### config.mk
export PLATFORM = sky130hd
export DESIGN_NAME = controller_uart1_rd_status_flat
export DESIGN_NICKNAME = d
export VERILOG_FILES = /design/src/rtl/controller_uart1_rd_status_if.sv /design/src/rtl/controller_uart1_rd_status.sv /design/src/flat_wrapper.sv
export SDC_FILE = /design/constraint.sdc
export NUM_CORES = 1
export LEC_CHECK = 0
export CAP_MARGIN = 20
export CORE_UTILIZATION = 30
export CTS_CLUSTER_SIZE = 14
export DETAILED_ROUTE_END_ITERATION = 6
export SKIP_LAST_GASP = 1
export SLEW_MARGIN = 20
export SYNTH_ARGS = -nofsm -noshare
export SYNTH_HDL_FRONTEND = slang
export SYNTH_SLANG_ARGS = --single-unit
### constraint.sdc
create_clock -name clk -period 3.75 [get_ports clk]
set_input_delay 0.75 -clock clk [delete_from_list [all_inputs] [get_ports clk]]
set_output_delay 0.75 -clock clk [all_outputs]
set_load 0.01 [all_outputs]
### src/rtl/controller_uart1_rd_status_if.sv
// Avalon-MM slave bus bundle for the UART1 read-status port.
// The master drives the address and strobes. The slave returns the read data and the interrupt.
interface controller_uart1_rd_status_if;
   logic [2:0]  address;
   logic        chipselect;
   logic        write_n;
   logic [31:0] writedata;
   logic        read_n;
   logic [31:0] readdata;
   logic        irq;

   modport master (
      output address,
      output chipselect,
      output write_n,
      output writedata,
      output read_n,
      input  readdata,
      input  irq
   );

   modport slave (
      input  address,
      input  chipselect,
      input  write_n,
      input  writedata,
      input  read_n,
      output readdata,
      output irq
   );
endinterface

### src/rtl/controller_uart1_rd_status.sv
// UART1 read-status port.
// Each status bit passes through a two-flop synchronizer and then a stable-count deglitch filter.
// Qualifying filtered edges set sticky capture flags, and the flags drive a maskable level interrupt.
module controller_uart1_rd_status #(
   parameter int WIDTH         = 2,
   parameter int EDGE_TYPE     = 0,
   parameter int FILTER_CYCLES = 4
) (
   input  logic                       clk,
   input  logic                       reset_n,
   controller_uart1_rd_status_if.slave bus,
   input  logic [WIDTH-1:0]           in_port
);

   localparam logic [7:0] CNT_LAST = 8'(FILTER_CYCLES - 1);

   logic [WIDTH-1:0]       s1;
   logic [WIDTH-1:0]       s2;
   logic [WIDTH-1:0]       filt;
   logic [WIDTH-1:0]       filt_next;
   logic [WIDTH-1:0][7:0]  cnt;
   logic [WIDTH-1:0][7:0]  cnt_next;
   logic [WIDTH-1:0]       accept;
   logic [WIDTH-1:0]       ev;
   logic [WIDTH-1:0]       irq_mask;
   logic [WIDTH-1:0]       mask_next;
   logic [WIDTH-1:0]       edge_capture;
   logic [WIDTH-1:0]       cap_next;
   logic [WIDTH-1:0]       clr_bits;
   logic                   wr_en;
   logic                   rd_en;
   logic [31:0]            rd_mux;
   logic                   unused_ok;

   // The upper writedata bits have no register behind them.
   assign unused_ok = ^bus.writedata;

   // Two-flop synchronizer that brings the asynchronous status inputs into the clk domain.
   always_ff @(posedge clk or negedge reset_n) begin
      if (!reset_n) begin
         s1 <= '0;
         s2 <= '0;
      end else begin
         s1 <= in_port;
         s2 <= s1;
      end
   end

   // Per-bit stable-count filter: a new value must persist for FILTER_CYCLES clocks to be accepted.
   always_comb begin
      filt_next = filt;
      cnt_next  = cnt;
      accept    = '0;
      for (int i = 0; i < WIDTH; i++) begin
         if (s2[i] == filt[i]) begin
            cnt_next[i] = 8'd0;
         end else if (cnt[i] == CNT_LAST) begin
            filt_next[i] = s2[i];
            cnt_next[i]  = 8'd0;
            accept[i]    = 1'b1;
         end else begin
            cnt_next[i] = cnt[i] + 8'd1;
         end
      end
   end

   // Filter state registers. A reset discards any partially counted run.
   always_ff @(posedge clk or negedge reset_n) begin
      if (!reset_n) begin
         filt <= '0;
         cnt  <= '0;
      end else begin
         filt <= filt_next;
         cnt  <= cnt_next;
      end
   end

   // Select which accepted transitions count as events: rising, falling, or both.
   always_comb begin
      ev = '0;
      if (EDGE_TYPE == 0) begin
         ev = accept & filt_next;
      end else if (EDGE_TYPE == 1) begin
         ev = accept & ~filt_next;
      end else begin
         ev = accept;
      end
   end

   // Bus decode and next-state logic for the mask and capture registers. A new event beats a clear.
   always_comb begin
      wr_en     = bus.chipselect && !bus.write_n;
      rd_en     = bus.chipselect && !bus.read_n;
      mask_next = irq_mask;
      clr_bits  = '0;
      if (wr_en && bus.address == 3'd2) begin
         mask_next = bus.writedata[WIDTH-1:0];
      end
      if (wr_en && bus.address == 3'd3) begin
         clr_bits = bus.writedata[WIDTH-1:0];
      end
      cap_next = (edge_capture & ~clr_bits) | ev;
   end

   // Read mux built from the values before this edge's update, zero-extended to 32 bits.
   always_comb begin
      rd_mux = '0;
      case (bus.address)
         3'd0:    rd_mux[WIDTH-1:0] = filt;
         3'd2:    rd_mux[WIDTH-1:0] = irq_mask;
         3'd3:    rd_mux[WIDTH-1:0] = edge_capture;
         default: rd_mux = '0;
      endcase
   end

   // Register file, registered read data, and an interrupt that follows the flags by one clock.
   always_ff @(posedge clk or negedge reset_n) begin
      if (!reset_n) begin
         irq_mask     <= '0;
         edge_capture <= '0;
         bus.readdata <= '0;
         bus.irq      <= 1'b0;
      end else begin
         irq_mask     <= mask_next;
         edge_capture <= cap_next;
         bus.irq      <= |(edge_capture & irq_mask);
         if (rd_en) begin
            bus.readdata <= rd_mux;
         end
      end
   end

endmodule
### src/flat_wrapper.sv
// flat-port wrapper written by rule: the top's interface ports become plain ports
module controller_uart1_rd_status_flat 
#(
   parameter int WIDTH         = 2,
   parameter int EDGE_TYPE     = 0,
   parameter int FILTER_CYCLES = 4
)
  (clk, reset_n, in_port, bus_address, bus_chipselect, bus_write_n, bus_writedata, bus_read_n, bus_readdata, bus_irq);
  controller_uart1_rd_status_if bus_i ();
  input  logic clk;
  input  logic reset_n;
  input  logic [WIDTH-1:0] in_port;
  input wire logic [$bits(bus_i.address)-1:0] bus_address;
  input wire logic [$bits(bus_i.chipselect)-1:0] bus_chipselect;
  input wire logic [$bits(bus_i.write_n)-1:0] bus_write_n;
  input wire logic [$bits(bus_i.writedata)-1:0] bus_writedata;
  input wire logic [$bits(bus_i.read_n)-1:0] bus_read_n;
  output wire logic [$bits(bus_i.readdata)-1:0] bus_readdata;
  output wire logic [$bits(bus_i.irq)-1:0] bus_irq;
  assign bus_i.address = bus_address;
  assign bus_i.chipselect = bus_chipselect;
  assign bus_i.write_n = bus_write_n;
  assign bus_i.writedata = bus_writedata;
  assign bus_i.read_n = bus_read_n;
  assign bus_readdata = bus_i.readdata;
  assign bus_irq = bus_i.irq;
  controller_uart1_rd_status #(.WIDTH(WIDTH), .EDGE_TYPE(EDGE_TYPE), .FILTER_CYCLES(FILTER_CYCLES)) u_core (.clk(clk), .reset_n(reset_n), .bus(bus_i), .in_port(in_port));
endmodule
# --- Yosys cells after proc, flatten, opt, wreduce, memory -nomap -nowiden ---
# Cells that the tools add are included.
word_totals:
  in_bits: 42
  output_inout_bits: 33
  wordCells: 44
  ff_bits: 29
classes:
  mux: 14
  n_addsub: 2
  eq_ne: 6
  n_reduce_logical: 8
  n_bitwise: 5
ops:
  columns: ["cell", "count"]
  rows:
  - ["two-way mux 8 bit", 4]
  - ["adder 8 x 1 -> 8 bit, second input constant", 2]
  - ["equality test 8 x 2 -> 1 bit, second input constant", 2]
  - ["two-way mux 1 bit", 8]
  - ["bitwise AND 2 bit", 3]
  - ["equality test 3 x 2 -> 1 bit, second input constant", 2]
  - ["case mux 2 bit (3 select lines)", 1]
  - ["logical AND 1 bit", 4]
  - ["logical NOT 3 bit", 1]
  - ["equality test 1 bit", 2]
  - ["logical NOT 1 bit", 2]
  - ["two-way mux 2 bit", 1]
  - ["inverter 2 bit", 1]
  - ["bitwise OR 2 bit", 1]
  - ["OR reduction 2 bit", 1]

# --- Longest topological paths before layout ---
depth:
  depth_word: 7
  ltp_mapped: 4
  depth_no_buf: 4

# --- Worst setup path before layout ---
# OpenSTA, ideal clock, no wires.
synth_timing:
  kind: "input -> register"
  start: "input bus_write_n"
  end: "register u_core.irq_mask[0]"
  setup_ns: 0.125
  stages: 3
  arrival_time_ns: 1.670
  n_path_buf: 0
  slack_ns: 1.955
  cell_sequence: "nor4bb_1 > nor2b_1 > mux2_2"
synth_between:
  elab_chain_len: 3
synth_rtl:
  columns: ["item", "line_no", "source"]
  rows:
  - ["start, declared", "flat_wrapper.sv:15", "input wire logic [$bits(bus_i.write_n)-1:0] bus_write_n;"]
  - ["logical NOT 1 bit", "controller_uart1_rd_status.sv:92", "wr_en = bus.chipselect && !bus.write_n;"]
  - ["logical AND 1 bit", "controller_uart1_rd_status.sv:92", null]
  - ["logical AND 1 bit", "controller_uart1_rd_status.sv:96", "if (wr_en && bus.address == 3'd2) begin"]
  - ["end signal, assigned", "controller_uart1_rd_status.sv:124", "irq_mask <= mask_next;"]
  - ["end, declared", "controller_uart1_rd_status.sv:25", "logic [WIDTH-1:0] irq_mask;"]
# No other way between the ends.
# A chain may end at the register's enable or synchronous reset.

# --- Worst setup path after layout ---
layout_timing:
  start: "input bus_address[1]"
  end: "register u_core.irq_mask[0]"
layout_between:
  elab_chain_len: 2
layout_rtl:
  columns: ["item", "line_no", "source"]
  rows:
  - ["start, declared", "flat_wrapper.sv:13", "input wire logic [$bits(bus_i.address)-1:0] bus_address;"]
  - ["equality test 3 x 2 -> 1 bit", "controller_uart1_rd_status.sv:96", null]
  - ["logical AND 1 bit", "controller_uart1_rd_status.sv:96", null]
# No other way between the ends.

==> results list <==
* Status: finished, final reports clean
- Worst path setup slack after routing: ~1500 ps
- Tracing the worst setup path back leads to its startpoint at bus_address[1].
- Crit path kind: input pin to flop
* Initial core utilization: 0.3171
* Post-Synthesis Cell Area: roughly 0.0015 mm^2
- Clock sink count: 29
* Number of global-route vias before repair: roughly 890
- For this run, the detailed router's first-pass iteration total came to 4.
* Postcts setup bufs: 0
- Endpoints failing setup: 0
* Peak clock frequency supported by timing: 0.4543 GHz
- The setup check on the worst reg-to-reg path leaves a slack of about 1900 ps.
- The finished cells cover around 0.0017 mm^2.
- Top-area cell type share of the netlist area: 0.4782
* Largest net degree at the start of global routing: 30
* Final wirelength: 2335 um
- Summed over all instances, the cell type with the most area after synthesis is dfrtp_1.
- Proportion of synthesized chip area in sequential cells: 0.4782
- Total I/O pin count: 75
* Antenna Cells: 0
- The number of clock buffers added by TritonCTS is 5.
* Cell chain of the critical path: clkdlybuf4s50_1, nor4bb_1, nor2b_1, mux2_2
* Input/output buffers: 14
* P_leak: between 0.7 and 0.8 nW
- Least-Margin Pin Slew: 714.9 ps
* Synth async-reset ratio: 1.000
- Maximum fanout along the worst path: 4
- In this run, post-CTS repair resized a total of 0 instances.
* Clock transition time at the flip-flop clock pins of the worst setup and hold paths: about 60 ps
- STA classifies the critical path endpoint as a flop.
* Number of cells on the worst reg-to-reg path: 3
- Worst setup skew after layout: approximately 10 ps
* Headroom to the max-slew limit: 0.5200
* Area growth from synthesis to layout: 14.51%
- TritonCTS built the clock tree.
* Crit path depth: 4
- The die is between 70 and 80 um tall.
* Number of buffers inserted for hold repair after clock tree synthesis: 0
* Largest delay share family, worst path: simple AND/OR/NAND/NOR gates
- Maxcap violations: 0
- Routability congestion estimate from global placement: between 0.6 and 0.7
* Die footprint: 0.005347 mm^2
* Number of nets with antenna violations after detailed routing: 0
- Vias per std cell: ~4.2
* Power density cells: 558.4 mW/mm^2
* Period Utilization, post-route: 0.5870
* Die outline width: between 70 and 80 um
- The max-slew violation total from the final report was 0.
* Maximum clock path buffer count: 2
- In this run the worst setup path terminates at u_core.irq_mask[0].
- Largest voltage drop on the vdd net: 0.2067 mV
- Row generation in the floorplan step produced 25 rows.
- Unrepaired setup endpoints after global routing: no
* Shortest clock period the worst path allows after layout: between 2000 and 2500 ps
* Core Box Area: ~0.0048 mm^2
- Area of placed instances: around 0.0016 mm^2
- Most used flip-flop cell after synthesis: dfrtp_1
- After technology mapping, the gate count stands at between 100 and 150.
- Netlist cell types: 30
* Residual overflow from global routing: 0
- Number of enable flip-flop cells after synthesis: 0
- Kind of start point of the critical path: input pin
* Average wire length per cell after detail routing: 10.06 um
- By area the synthesized netlist is led by dfrtp_1 (48%), buf_4 (15%), mux2_2 (3.7%).
- Fraction of layout instances using a drive strength above 1: 0.09697
* DR vias: 984
* Initial antenna violation count: 0
- The largest single stage delay on the critical path is between 500 and 600 ps.
* Syn_area_per_cell: about 10 um^2
- Global-route wire length before repair: approximately 3900 um
- For the worst-skew pair, the clock arrives at the later sink with an insertion delay of roughly 280 ps.
- Reg-to-reg critical path startpoint: u_core.cnt[4]
* Sum of negative setup slack: 0 ps
- In the routed design, unresolved DRC markers number 0.
- Data required time at the worst endpoint: a little under 4000 ps
- The root buffer cell chosen for the clock tree is clkbuf_8.
- For this run, the number of Yosys warnings is 0.
* GR Util All Layers: 0.1004
* Total design power: approximately 0.97 mW
* Number of endpoints with negative hold slack in the final report: 0
- Crit path arrival time: 2370 ps
- In this run the critical register-to-register path is captured at u_core.filt[0].
- Together, buffers and inverters on the worst path number 1.
- After synthesis the netlist holds a flip-flop and latch count of 29.
* Library cell contributing the largest single delay on the critical path: clkdlybuf4s50_1
- Total Nets Final: 208
- Number of levels the H-tree was split into: 2
- Starting DRT DRC Count: between 40 and 50
* Post-place setup slack: ~1200 ps
- The worst hold path belongs to the class flop to flop.
synthesized netlist by cell type (2+ instances only):
cell       instances
buf_4             30
dfrtp_1           29
nand3_1            9
nor2_1             9
a21oi_1            6
o21ai_0            6
or3_1              6
a22o_1             5
mux2_2             5
nand2_1            5
xor2_1             4
inv_1              3
nand2b_1           3
xnor2_1            3
ha_1               2
nand4_1            2
nor2b_1            2
nor3_1             2
o2bb2ai_1          2
or4_4              2
flip-flops by register name (all words and copies together) (netlist names):
register,cells
u_core.edge_capture,2
u_core.s1,2
u_core.bus.readdata,2
u_core.s2,2
u_core.cnt,16
u_core.filt,2
u_core.irq_mask,2
u_core.bus.irq,1
per-layer routing:
layer / track usage / share of wire
met1: 0.1231 / 0.46
met2: 0.1440 / 0.48
met3: 0.04558 / 0.055
met4: 0.05882 / 0.012
met5: 0 / 0
through the flow:
step	util	hold slack (ps)	std cells
after global placement	0.3388	335.9	224
after floorplan	-	331.2	174
after CTS	0.3631	354.2	232
after detailed placement	0.3388	339.5	224
final	0.3631	357.5	232
after global routing	0.3631	367.4	232
area by class of cell:
type                       count  area [um^2]
sequential                    29        725.7
fill                         501         3048
clock inverter                 1        30.03
multi-input combinational    110        653.1
tap                           67        83.83
inverter                       3        11.26
clock buffer                   7        86.33
timing repair buffer          15        147.6
how the worst min path moves through the flow:
stage	to	startpoint	slack [ps]	cells after the start
finish	u_core.s2[0]	u_core.s1[0]	360	0
global route	u_core.s2[0]	u_core.s1[0]	370	0
CTS	u_core.s2[0]	u_core.s1[0]	350	0
detailed placement	u_core.s2[0]	u_core.s1[0]	340	0
global placement	u_core.s2[0]	u_core.s1[0]	340	0
floorplan	u_core.s2[0]	u_core.s1[0]	330	0
power breakdown:
part	total (mW)	leakage [nW]	switching, mW	internal, mW
combinational	0.211	0.323	0.101	0.110
clock	0.338	0.0585	0.122	0.216
sequential	0.422	0.375	0.0501	0.372
total	0.971	0.756	0.273	0.698
cell families (layout without fill, tap and decap cells):
group                    after synthesis  in the layout  share of synthesized area
AND/OR/NAND/NOR                       42             42                     0.1517
buffers and inverters                 35             26                     0.1632
flip-flops                            29             29                     0.4782
AO/OA/AOI/OAI                         23             23                     0.1006
XOR/XNOR                               7              7                    0.04040
multiplexers                           6              6                    0.04699
adder cells (fa/ha/maj)                2              2                    0.01649
other                                  1             30                   0.002471
worst reg2reg max path, stage by stage (launching register included):
cell,delay (ps)
dfrtp_1,430
or4_4,560
or4_4,440
mux2_4,300
layout by cell type (no fill, tap or decap), types with 4 or more instances in the layout:
cell             netlist  routed
dfrtp_1               29      29
nand2_1                5       5
clkbuf_8               0       6
a21oi_1                6       6
nand3_1                9       9
clkdlybuf4s50_1        0      14
o21ai_0                6       6
xor2_1                 4       4
mux2_2                 5       5
a22o_1                 5       5
conb_1                 1      30
or3_1                  6       6
nor2_1                 9       9
Note: power is estimated with default switching activity, not from simulation.
